==> config.mk <==
export PLATFORM = sky130hd
export DESIGN_NAME = branch_pc_sequencer
export DESIGN_NICKNAME = d
export VERILOG_FILES = /design/src/rtl/branch_pc_sequencer.sv
export SDC_FILE = /design/constraint.sdc
export NUM_CORES = 1
export LEC_CHECK = 0
export CAP_MARGIN = 20
export CORE_ASPECT_RATIO = 0.6
export CORE_UTILIZATION = 56
export CTS_BUF_LIST = sky130_fd_sc_hd__clkbuf_8
export DETAILED_ROUTE_END_ITERATION = 10
export GPL_ROUTABILITY_DRIVEN = 0
export PLACE_DENSITY = 0.83
export SLEW_MARGIN = 0
export SYNTH_ARGS = -nofsm -noshare
export SYNTH_HDL_FRONTEND = slang
export SYNTH_SLANG_ARGS = --single-unit
==> constraint.sdc <==
create_clock -name Clock -period 2.1 [get_ports Clock]
set_clock_uncertainty 0.1 [all_clocks]
set_input_delay 0.42 -clock Clock [delete_from_list [all_inputs] [get_ports Clock]]
set_output_delay 0.42 -clock Clock [all_outputs]
set_load 0.01 [all_outputs]
==> src/rtl/branch_pc_sequencer.sv <==
// Fetch-stage PC owner: sequences conditional branches, waits on in-flight flag writes, flushes on redirect.
// Optional BRANCH_STATS_EN adds saturating resolved/taken branch counters.
module branch_pc_sequencer #(
  parameter int ADDR_WIDTH   = 10,
  parameter int RESET_PC     = 0,
  parameter int FLUSH_CYCLES = 2
) (
  input  logic                  Clock,
  input  logic                  Reset,
  input  logic                  iStall,
  input  logic                  iBranchValid,
  input  logic                  iBranchTaken,
  input  logic [ADDR_WIDTH-1:0] iBranchTarget,
  input  logic                  iFlagsBusy,
  output logic [ADDR_WIDTH-1:0] oPC,
  output logic                  oFetchValid,
  output logic                  oFlush,
  output logic                  oBranchPending
`ifdef BRANCH_STATS_EN
  ,
  output logic [15:0]           oBranchCount,
  output logic [15:0]           oTakenCount
`endif
);

  localparam logic [ADDR_WIDTH-1:0] RST_PC = RESET_PC[ADDR_WIDTH-1:0];
  localparam logic [ADDR_WIDTH-1:0] ONE    = 1;
  localparam logic [3:0]            FC     = FLUSH_CYCLES[3:0];

  typedef enum logic [1:0] {S_RUN, S_WAIT, S_FLUSH} state_t;

  state_t                r_state, w_state_nxt;
  logic [ADDR_WIDTH-1:0] r_pc, r_tgt, w_pc, w_tgt;
  logic [3:0]            r_cnt, w_cnt;
  logic                  r_fv, r_fl, r_pend, w_fv, w_fl, w_pend;

  always_ff @(posedge Clock) begin
    if (Reset) r_state <= S_RUN;
    else       r_state <= w_state_nxt;
  end

  always_comb begin
    w_state_nxt = r_state;
    if (!iStall) begin
      case (r_state)
        S_RUN:   if (iBranchValid) begin
                   if (iFlagsBusy)        w_state_nxt = S_WAIT;
                   else if (iBranchTaken) w_state_nxt = S_FLUSH;
                 end
        S_WAIT:  if (!iFlagsBusy) w_state_nxt = iBranchTaken ? S_FLUSH : S_RUN;
        S_FLUSH: if (r_cnt <= 4'd1) w_state_nxt = S_RUN;
        default: w_state_nxt = S_RUN;
      endcase
    end
  end

  // Next values of the registered outputs; a stall leaves every default (hold) in place.
  always_comb begin
    w_pc   = r_pc;
    w_tgt  = r_tgt;
    w_cnt  = r_cnt;
    w_fv   = r_fv;
    w_fl   = r_fl;
    w_pend = r_pend;
    if (!iStall) begin
      case (r_state)
        S_RUN: begin
          w_pc   = r_pc + ONE;
          w_fv   = 1'b1;
          w_fl   = 1'b0;
          w_pend = 1'b0;
          if (iBranchValid) begin
            if (iFlagsBusy) begin
              w_tgt  = iBranchTarget;
              w_pc   = r_pc;
              w_fv   = 1'b0;
              w_pend = 1'b1;
            end else if (iBranchTaken) begin
              w_pc  = iBranchTarget;
              w_fl  = 1'b1;
              w_cnt = FC;
            end
          end
        end
        S_WAIT: begin
          if (!iFlagsBusy) begin
            w_pend = 1'b0;
            w_fv   = 1'b1;
            if (iBranchTaken) begin
              w_pc  = r_tgt;
              w_fl  = 1'b1;
              w_cnt = FC;
            end else begin
              w_pc = r_pc + ONE;
            end
          end
        end
        S_FLUSH: begin
          w_pc = r_pc + ONE;
          w_fv = 1'b1;
          if (r_cnt <= 4'd1) begin
            w_fl  = 1'b0;
            w_cnt = 4'd0;
          end else begin
            w_cnt = r_cnt - 4'd1;
          end
        end
        default: ;
      endcase
    end
  end

  always_ff @(posedge Clock) begin
    if (Reset) begin
      r_pc   <= RST_PC;
      r_tgt  <= '0;
      r_cnt  <= 4'd0;
      r_fv   <= 1'b1;
      r_fl   <= 1'b0;
      r_pend <= 1'b0;
    end else begin
      r_pc   <= w_pc;
      r_tgt  <= w_tgt;
      r_cnt  <= w_cnt;
      r_fv   <= w_fv;
      r_fl   <= w_fl;
      r_pend <= w_pend;
    end
  end

  assign oPC            = r_pc;
  assign oFetchValid    = r_fv;
  assign oFlush         = r_fl;
  assign oBranchPending = r_pend;

`ifdef BRANCH_STATS_EN
  logic        w_resolve, w_taken;
  logic [15:0] r_bcnt, r_tcnt;

  // A branch resolves only where iBranchTaken is actually consumed.
  assign w_resolve = !iStall && !iFlagsBusy &&
                     ((r_state == S_RUN && iBranchValid) || r_state == S_WAIT);
  assign w_taken   = w_resolve && iBranchTaken;

  always_ff @(posedge Clock) begin
    if (Reset) begin
      r_bcnt <= 16'd0;
      r_tcnt <= 16'd0;
    end else begin
      if (w_resolve && r_bcnt != 16'hFFFF) r_bcnt <= r_bcnt + 16'd1;
      if (w_taken   && r_tcnt != 16'hFFFF) r_tcnt <= r_tcnt + 16'd1;
    end
  end

  assign oBranchCount = r_bcnt;
  assign oTakenCount  = r_tcnt;
`endif

endmodule

==> flow_summary.toml <==
[critical_path]
arrival_ps = 2090
crit_slowest_cell = "dfxtp_1"
required_ps = 2180
crit_chain = "inv_1 > ha_1 > a21o_1 > buf_4 > a211oi_4 > o21ai_2 > and3b_1 > o32a_1"
cp_slowest_stage_delay_ps = 360
rrSetupSlack_ps = 90
critical_path_class = "flop to flop"
reg2reg_depth = 8
worstReg2RegStart = "r_state[0]$_SDFFE_PP0P_"
cp_max_fo = 4
r2r_end = "oPC[8]$_SDFFE_PP0P_"
startpoint_type = "flop"
end_kind = "flop"

[detailed_routing]
drt_iter0_markers = 256
drtAntennaViolNets = 0
dr.pass1.iters = 5
routed_wl_mm = 5.44
vias_per_cell = 6.01
wl_per_cell_um = 16.2
drc_errors = 0
vias = 2014

[clock_network]
clock_sinks = 29
cts_inserted_buffers = 5
root_buffer = "clkbuf_8"
cts_tree = "done"
clock_latency_ps = 290
hold_buffers = 0
clk_pin_slew_ps = 70
clk_path_buf_depth = 2
cts_htree_levels = 2
cts_setup_buffers = 0

[worst_hold_path]
hp-start = "r_tgt[1]$_SDFFE_PP0P_"
hold_depth = 2
worstHoldPathType = "flop to flop"
hold_end = "r_tgt[1]$_SDFFE_PP0P_"

[synthesis]
synth_top_area_share_pct = 31.3
synth_area_leaders = "dfxtp_1 31%, nand2_1 9.3%, a21oi_1 6.7%"
ys_ff_latch = 29
netlist_instances = 246
synth_top_cell_by_area = "dfxtp_1"
synth_cell_types = 47
async_flop_share_pct = 0
syn_nets = 269
synth_seq_area_share_pct = 31.3
avgSynthCellArea_um2 = 7.54
ys_warn_count = 0
synth_area_um2 = 1850
synth_edf_count = 0
synthFlopType = "dfxtp_1"

[floorplanning]
die_h_um = 46.6
die_x_um = 76.3
start_util_pct = 61.7
row_count = 15
core_um2 = 3000
die_area_um2 = 3550
ioPinCount = 29

[timing]
drv_slew = 0
setup_viol = 0
worst_pin_slew_ps = 441
maxSlewHeadroom_pct = 70.4
max_freq_mhz = 498
fin_hold_ws_ps = 362
hold_viol = 0
period_needed_ps = 2010
tns_ps = 0
fin_crit_sh_pct = 95.7

[pwr]
swShare_pct = 31.7
clockPowerShare_pct = 35.2
p_int_uw = 1220
peakVddDrop_mv = 0.495
combPwrFrac_pct = 28.8
leakage_uw = 0.000916
p_switching_uw = 565
seqPwrFrac_pct = 36.0
powerDensity_nw_per_um2 = 732
p_total_uw = 1780

[global_route]
grt-ovfl-total = 0
grt_usage_pct = 33.3
grt_max_degree = 28
grt_pass1_vias = 1700
grt_antenna_before_repair = 0
grt_pass1_wl_mm = 8.76

[run_status]
status = "complete, no violations"

[finish]
nets = 315
final_cell_count_no_fill = 335
area.growth.synth_to_final_pct = 31.4
fillCellCount = 218
drive_above_1_share_pct = 16.0
antenna_cells = 0

[flow_run]
maxCapViolations = 0

[place]
dp_hpwl_mm = 3.94
dp.cells = 327
port_buffers = 28
[power groups by stage]
| stage | clock network [uW] | registers [uW] | logic, uW |
|---|---|---|---|
| 6_report | 628 | 643 | 513 |
| 5_1_grt | 652 | 647 | 555 |
| 4_1_cts | 622 | 641 | 502 |
| 3_5_place_dp | 0 | 651 | 497 |
| 3_3_place_gp | 0 | 650 | 487 |
| 2_1_floorplan | 0 | 649 | 281 |
[state kept, by name, indices dropped and copies added (netlist names)]
name            count
r_cnt               4
oFlush              1
r_tgt              10
r_state             2
oBranchPending      1
oPC                10
oFetchValid         1
[cell type report]
| cell class | instances | area (um^2) | share of cell area (%) |
|---|---|---|---|
| Multi-Input combinational cell | 198 | 1180 | 48.6 |
| Inverter | 5 | 18.8 | 0.770 |
| Clock buffer | 6 | 82.6 | 3.39 |
| Timing Repair Buffer | 53 | 480 | 19.7 |
| Sequential cell | 29 | 581 | 23.8 |
| Clock inverter | 2 | 37.5 | 1.54 |
| Tap cell | 42 | 52.6 | 2.16 |
[metrics by stage]
step / util [%] / instance area, um^2 / setup WS (ps)
6_report: 81.1 / 2440 / 90.3
5_1_grt: 81.1 / 2440 / -1.43
3_5_place_dp: 77.1 / 2310 / -102
4_1_cts: 81.1 / 2430 / 89.7
3_3_place_gp: 77.1 / 2310 / -46.0
2_1_floorplan: - / 1850 / 176
[cell usage in the layout, fill, tap and decap left out, types with 2 or more instances in the layout]
| master | instances |
|---|---|
| o211ai_1 | 2 |
| and3_1 | 3 |
| o31ai_1 | 2 |
| nor3_1 | 13 |
| o21a_1 | 2 |
| nand3_1 | 11 |
| inv_1 | 5 |
| clkbuf_8 | 6 |
| dfxtp_1 | 29 |
| buf_4 | 24 |
| clkdlybuf4s50_1 | 28 |
| xnor2_1 | 4 |
| o21ai_0 | 10 |
| a21oi_1 | 25 |
| xor2_1 | 2 |
| nand3b_1 | 3 |
| a211oi_1 | 4 |
| o221ai_1 | 2 |
| a31oi_1 | 2 |
| nand2_1 | 46 |
| nor2b_1 | 5 |
| nand2b_1 | 6 |
| nor3_2 | 5 |
| nor3b_1 | 2 |
| o21ai_2 | 2 |
| ha_1 | 7 |
| nor2_1 | 20 |
[worst max-delay path by stage]
stage | start | end | slack, ps | depth (start not counted)
after floorplan | r_state[1]$_SDFFE_PP0P_ | oPC[9]$_SDFFE_PP0P_ | 180 | 8
after global placement | iBranchValid | oPC[6]$_SDFFE_PP0P_ | -50 | 6
after detailed placement | iBranchValid | oPC[6]$_SDFFE_PP0P_ | -100 | 6
after CTS | r_state[1]$_SDFFE_PP0P_ | oPC[6]$_SDFFE_PP0P_ | 90 | 7
after global routing | r_state[0]$_SDFFE_PP0P_ | oPC[6]$_SDFFE_PP0P_ | -1 | 7
final | r_state[0]$_SDFFE_PP0P_ | oPC[8]$_SDFFE_PP0P_ | 90 | 8
[synthesized netlist by cell type, types with 3 or more instances]
master,number
buf_2,4
a211oi_1,4
clkbuf_1,8
nand3b_1,3
a21oi_1,25
nand3_1,11
dfxtp_1,29
o21ai_0,10
nand2b_1,6
nand2_1,46
nor2_1,20
inv_1,5
and3_1,3
xnor2_1,4
nor2b_1,5
nor3_1,13
nor3_2,5
ha_1,7
[worst max-delay path, delay by kind of cell, from the launching register on]
kind	cells	cell delay [ps]
AOI/OAI and AO/OA	4	780
adders and majority gates	1	240
buffers and inverters	2	240
DFF	1	360
and+or+nand+nor	1	190
[layer usage]
metal  vias to the layer above  part of all wire [%]  GRT usage [%]
met5                         -                     0              0
met4                         0                   1.2           10.0
met3                        15                    12           8.51
met2                       131                    38           44.3
met1                       902                    48           50.8
li1                        966                     -              -
[what timing repair did]
action,CTS,global route
endpoints found under the hold margin,0,0
setup endpoints to repair,0,3
gates resized for setup,0,1
[kinds of logic after synthesis]
kind of cell	count (synthesis)	share of synthesized area, %
AND/OR/NAND/NOR	119	31.6
AO/OA/AOI/OAI	64	23.5
flip-flops	29	31.3
buffers and inverters	19	4.93
adder cells (fa/ha/maj)	7	4.72
XOR/XNOR	6	2.83
multiplexers	2	1.15
No activity file was read; power rests on OpenSTA's default activity.
